==> config.mk <==
export PLATFORM = sky130hd
export DESIGN_NAME = wb_group_arbiter_flat
export DESIGN_NICKNAME = d
export VERILOG_FILES = /design/src/rtl/wb_group_arbiter_if.sv /design/src/rtl/wb_group_arbiter.sv /design/src/flat_wrapper.sv
export SDC_FILE = /design/constraint.sdc
export NUM_CORES = 1
export LEC_CHECK = 0
export CAP_MARGIN = 20
export CORE_MARGIN = 3
export CORE_UTILIZATION = 28
export DETAILED_ROUTE_END_ITERATION = 8
export GPL_TIMING_DRIVEN = 1
export PLACE_DENSITY_LB_ADDON = 0.25
export RECOVER_POWER = 100
export SYNTH_ARGS = -nofsm -noshare
export SYNTH_HDL_FRONTEND = slang
export SYNTH_SLANG_ARGS = --single-unit
export TNS_END_PERCENT = 100
==> constraint.sdc <==
create_clock -name clk_i -period 1.75 [get_ports clk_i]
set_input_delay 0.35 -clock clk_i [delete_from_list [all_inputs] [get_ports clk_i]]
set_output_delay 0.35 -clock clk_i [all_outputs]
set_load 0.01 [all_outputs]
==> src/rtl/wb_group_arbiter_if.sv <==
// Writeback group bundle: per-unit result requests, one-hot accepts and the
// registered group output packet with its downstream ready.
interface wb_group_arbiter_if #(
  parameter int NUM_UNITS  = 4,
  parameter int DATA_WIDTH = 32,
  parameter int ID_WIDTH   = 3,
  parameter int SEL_W      = (NUM_UNITS == 1) ? 1 : $clog2(NUM_UNITS)
);
  logic [NUM_UNITS-1:0]                 unit_done;
  logic [NUM_UNITS-1:0][ID_WIDTH-1:0]   unit_id;
  logic [NUM_UNITS-1:0][DATA_WIDTH-1:0] unit_rd;
  logic [NUM_UNITS-1:0]                 unit_ack;
  logic                                 wb_ready;
  logic                                 wb_valid;
  logic [ID_WIDTH-1:0]                  wb_id;
  logic [DATA_WIDTH-1:0]                wb_data;
  logic [SEL_W-1:0]                     wb_sel;

  modport master (
    output unit_done, unit_id, unit_rd, wb_ready,
    input  unit_ack, wb_valid, wb_id, wb_data, wb_sel
  );

  modport slave (
    input  unit_done, unit_id, unit_rd, wb_ready,
    output unit_ack, wb_valid, wb_id, wb_data, wb_sel
  );
endinterface

==> src/rtl/wb_group_arbiter.sv <==
// Registered arbiter sharing one writeback group port among NUM_UNITS units.
// Define WB_ARB_ROUND_ROBIN_EN for round-robin selection; otherwise lowest index wins.
module wb_group_arbiter #(
  parameter int NUM_UNITS  = 4,
  parameter int DATA_WIDTH = 32,
  parameter int ID_WIDTH   = 3,
  parameter int SEL_W      = (NUM_UNITS == 1) ? 1 : $clog2(NUM_UNITS)
) (
  input  logic              clk_i,
  input  logic              rst_i,
  wb_group_arbiter_if.slave bus
);

  logic [SEL_W-1:0]      winner_s;
  logic                  load_s;
  logic [NUM_UNITS-1:0]  ack_s;
  logic                  valid_q, valid_d;
  logic [ID_WIDTH-1:0]   id_q, id_d;
  logic [DATA_WIDTH-1:0] data_q, data_d;
  logic [SEL_W-1:0]      sel_q, sel_d;

`ifdef WB_ARB_ROUND_ROBIN_EN
  localparam logic [SEL_W-1:0] LAST_RST = SEL_W'(NUM_UNITS - 1);

  logic [SEL_W-1:0] last_grant_q, last_grant_d;
  logic [SEL_W-1:0] idx_s;
  logic             found_s;

  // Round-robin search starting one past the previous winner and wrapping.
  always_comb begin
    winner_s = '0;
    idx_s    = '0;
    found_s  = 1'b0;
    for (int k = 0; k < NUM_UNITS; k++) begin
      idx_s    = SEL_W'((int'(last_grant_q) + 1 + k) % NUM_UNITS);
      winner_s = (bus.unit_done[idx_s] && !found_s) ? idx_s : winner_s;
      found_s  = found_s | bus.unit_done[idx_s];
    end
  end

  // Remember the last winner only when a result is actually taken.
  always_comb begin
    last_grant_d = load_s ? winner_s : last_grant_q;
  end

  // Round-robin pointer register; reset value gives unit 0 first priority.
  always_ff @(posedge clk_i) begin
    if (rst_i) begin
      last_grant_q <= LAST_RST;
    end else begin
      last_grant_q <= last_grant_d;
    end
  end
`else
  // Fixed priority: scanning downward leaves the lowest requesting index.
  always_comb begin
    winner_s = '0;
    for (int i = NUM_UNITS - 1; i >= 0; i--) begin
      winner_s = bus.unit_done[SEL_W'(i)] ? SEL_W'(i) : winner_s;
    end
  end
`endif

  // A result is taken whenever the output register is free or draining now.
  always_comb begin
    load_s = (|bus.unit_done) && (!valid_q || bus.wb_ready) && !rst_i;
  end

  // One-hot accept to the winner, gated by load.
  always_comb begin
    ack_s           = '0;
    ack_s[winner_s] = load_s;
  end

  // Output register next state: load, drain, or hold under backpressure.
  always_comb begin
    valid_d = valid_q;
    id_d    = id_q;
    data_d  = data_q;
    sel_d   = sel_q;
    if (load_s) begin
      valid_d = 1'b1;
      id_d    = bus.unit_id[winner_s];
      data_d  = bus.unit_rd[winner_s];
      sel_d   = winner_s;
    end else if (bus.wb_ready) begin
      valid_d = 1'b0;
    end else begin
      valid_d = valid_q;
    end
  end

  // Output packet register; a held result is dropped on reset.
  always_ff @(posedge clk_i) begin
    if (rst_i) begin
      valid_q <= 1'b0;
      id_q    <= '0;
      data_q  <= '0;
      sel_q   <= '0;
    end else begin
      valid_q <= valid_d;
      id_q    <= id_d;
      data_q  <= data_d;
      sel_q   <= sel_d;
    end
  end

  assign bus.unit_ack = ack_s;
  assign bus.wb_valid = valid_q;
  assign bus.wb_id    = id_q;
  assign bus.wb_data  = data_q;
  assign bus.wb_sel   = sel_q;

endmodule

==> src/flat_wrapper.sv <==
// flat-port wrapper written by rule: the top's interface ports become plain ports
module wb_group_arbiter_flat 
#(
  parameter int NUM_UNITS  = 4,
  parameter int DATA_WIDTH = 32,
  parameter int ID_WIDTH   = 3,
  parameter int SEL_W      = (NUM_UNITS == 1) ? 1 : $clog2(NUM_UNITS)
)
  (clk_i, rst_i, bus_unit_done, bus_unit_id, bus_unit_rd, bus_wb_ready, bus_unit_ack, bus_wb_valid, bus_wb_id, bus_wb_data, bus_wb_sel);
  wb_group_arbiter_if #(.NUM_UNITS(NUM_UNITS), .DATA_WIDTH(DATA_WIDTH), .ID_WIDTH(ID_WIDTH), .SEL_W(SEL_W)) bus_i ();
  input  logic clk_i;
  input  logic rst_i;
  input wire logic [$bits(bus_i.unit_done)-1:0] bus_unit_done;
  input wire logic [$bits(bus_i.unit_id)-1:0] bus_unit_id;
  input wire logic [$bits(bus_i.unit_rd)-1:0] bus_unit_rd;
  input wire logic [$bits(bus_i.wb_ready)-1:0] bus_wb_ready;
  output wire logic [$bits(bus_i.unit_ack)-1:0] bus_unit_ack;
  output wire logic [$bits(bus_i.wb_valid)-1:0] bus_wb_valid;
  output wire logic [$bits(bus_i.wb_id)-1:0] bus_wb_id;
  output wire logic [$bits(bus_i.wb_data)-1:0] bus_wb_data;
  output wire logic [$bits(bus_i.wb_sel)-1:0] bus_wb_sel;
  assign bus_i.unit_done = bus_unit_done;
  assign bus_i.unit_id = bus_unit_id;
  assign bus_i.unit_rd = bus_unit_rd;
  assign bus_i.wb_ready = bus_wb_ready;
  assign bus_unit_ack = bus_i.unit_ack;
  assign bus_wb_valid = bus_i.wb_valid;
  assign bus_wb_id = bus_i.wb_id;
  assign bus_wb_data = bus_i.wb_data;
  assign bus_wb_sel = bus_i.wb_sel;
  wb_group_arbiter #(.NUM_UNITS(NUM_UNITS), .DATA_WIDTH(DATA_WIDTH), .ID_WIDTH(ID_WIDTH), .SEL_W(SEL_W)) u_core (.clk_i(clk_i), .rst_i(rst_i), .bus(bus_i));
endmodule
==> flow_summary.yaml, run 1 <==
finish:
  layout-drive-gt1-share_pct: 19.7
  final_common_cell: "clkdlybuf4s50_1"
  fin_cells: 380
  area_growth_pct: 59.4
  antennaDiodeCount: 0
  layout_common_cells: "clkdlybuf4s50_1, dlygate4sd3_1, dfxtp_1"
  final_nets: 430
placed_design:
  hpwl_um: 4060
  gp_congestion: 0.660
  dp.cells: 372
  place_ws_ns: -0.780
  io_buffers: 115
detailed_routing:
  wire_per_inst_um: 15.5
  via_count: 1931
  via_per_inst: 5.08
  drc: 0
  wirelength_um: 5880
  drtIter0Drc: 70
  dr.pass1.iters: 4
  ant_nets: 0
hold_path:
  hold_class: "in -> reg"
  worstHoldEndpoint: "u_core.bus.wb_valid$_SDFFE_PP0P_"
  worstHoldPathCells: 3
  min-delay-start: "bus_unit_done[3]"
timing:
  setup-tns-final_ns: 0
  max_freq_ghz: 0.584
  rsz0062_at_grt: "false"
  postLayoutSetupSlackWorst_ns: 0.0371
  drv_slew: 0
  slew-limit-headroom_pct: 58.4
  hold_viol_final: 0
  setup_viol: 0
  worst_pin_slew_ns: 0.625
  period_minus_slack_ns: 1.71
  final.period_utilization_pct: 97.9
  skew_ns: 0.00308
clock_tree:
  cts.htree.levels: 2
  clk_latency_ns: 0.28
  cts-buffers-inserted: 5
  clkTransAtPathRegs_ns: 0.07
  cts_tree: "built"
  cts.sink_count: 37
  post_cts_buffers: 0
  cts.hold.buffers_added: 0
  cts-root-buf: "clkbuf_8"
  clk_path_buf_depth: 2
pwr:
  irDropWorstVdd_v: 0.000231
  leakagePower_uw: 0.00129
  powerDensity_nw_per_um2: 668
setup_path:
  critPathArrivalTime_ns: 1.36
  timing.rr.start: "u_core.bus.wb_valid$_SDFFE_PP0P_"
  critPathLaunchType: "input pin"
  crit_fanout: 2
  r2r-end: "u_core.bus.wb_data[28]$_SDFFE_PP0P_"
  rrSetupSlack_ns: 0.35
  crit_slowest_cell: "or4_4"
  crit_required_ns: 1.40
  cpPeakStageDelay_ns: 0.55
  end_kind: "output port"
  reg2reg_depth: 4
  path_cells: "clkbuf_1 -> or4_4 -> and4b_1 -> buf_6"
  critical_path_class: "in -> out"
run_status:
  status: "finished clean"
grt:
  grt_max_degree: 72
  overflow: 0
  globalRouteTotalUtil_pct: 13.4
  antenna_found_initial: 0
  grt_pass1_vias: 1871
  grt_pass1_wl_um: 9380
yosys:
  syn_avg_cell_area_um2: 11.4
  ys_types: 17
  synth.yosys.seq_area_share_pct: 35.5
  synth_cells: 183
  synth_seq_cells: 37
  netlist_area_um2: 2080
  yosysWarnings: 0
floorplanning:
  die_area_um2: 8520
  core_region_area_um2: 7020
  initial_core_util_pct: 29.7
  die_h_um: 92.3
  io_pins: 189
  die_x_um: 92.3
  row_count: 30
job:
  maxCapViolCount: 0
stage by stage:
step	hold WS [ns]	total power (uW)	utilization, %	instance area, um^2
6_report	0.380	2220	47.3	3320
5_1_grt	0.383	2340	47.3	3320
4_1_cts	0.466	2290	47.6	3340
3_5_place_dp	0.537	1610	46.0	3230
3_3_place_gp	0.498	1600	46.0	3230
2_1_floorplan	0.525	1280	-	2100
cell type report:
class	instances	area, um^2
clock inverter	1	5.00
inverter	1	3.75
sequential	37	741
timing repair buffer	122	1190
fill	686	3700
clock buffer	7	96.3
multi-input combinational	116	1160
tap	96	120
power breakdown:
| group | total, uW | switching, uW | leakage (uW) | internal [uW] |
|---|---|---|---|---|
| Sequential | 931 | 27.1 | 0.000305 | 904 |
| Clock | 660 | 303 | 0.0000542 | 356 |
| Combinational | 630 | 271 | 0.000926 | 359 |
registers in the layout (all words and copies together) (netlist names):
signal,flops
u_core.bus.wb_valid,1
u_core.bus.wb_sel,1
u_core.bus.wb_data,32
u_core.bus.wb_id,3
cell families after synthesis:
family / count (synthesis) / share of synthesized area (%)
AOI/OAI and AO/OA: 72 / 36.3
buffers and inverters: 32 / 9.24
DFF: 37 / 35.5
muxes: 35 / 16.8
other: 1 / 0.180
and+or+nand+nor: 6 / 1.98
worst max-delay path by stage:
stage                                start  slack (ns)         endpoint
after global routing      bus_unit_done[0]        0.01  bus_unit_ack[1]
final                     bus_unit_done[0]        0.04  bus_unit_ack[1]
after CTS                 bus_unit_done[3]      -0.001  bus_unit_ack[1]
after global placement    bus_unit_done[1]       -0.79  bus_unit_ack[1]
after floorplan           bus_unit_done[0]       0.002  bus_unit_ack[1]
after detailed placement  bus_unit_done[1]       -0.78  bus_unit_ack[1]
critical path: cells and delay by family:
| family | cells | cell delay (ns) |
|---|---|---|
| buf+inv | 2 | 0.22 |
| simple gates | 2 | 0.78 |
Yosys cell counts, drive strengths merged:
master,n,area share [%]
dfxtp,37,36
a31oi,36,11
a311oi,35,25
mux2i,35,17
clkbuf,16,2.9
buf,15,6.2
a21oi,1,0.24
and3,1,0.30
and4b,1,0.48
conb,1,0.18
inv,1,0.18
nand2b,1,0.30
nor3,1,0.24
nor4,1,0.30
or4,1,0.36
routing by layer:
layer	track usage, %	part of all wire (%)
met3	5.00	9.1
met5	0	0
met4	2.97	0.92
met2	21.7	47
met1	16.9	43
timing repair:
| item | in CTS | in global routing |
|---|---|---|
| hold endpoints to repair | 0 | 0 |
| pin swaps | 2 | 2 |
| setup endpoints to repair | 38 | 25 |
| resized for setup | 16 | 5 |
(Power assumes the default switching activity.)
==> run 2, diff against run 1 <==
Settings changed: SLEW_MARGIN set to 20.
==> results of run 2 <==
Same layout as run 1: the final DEF is identical, and so are final timing and power.
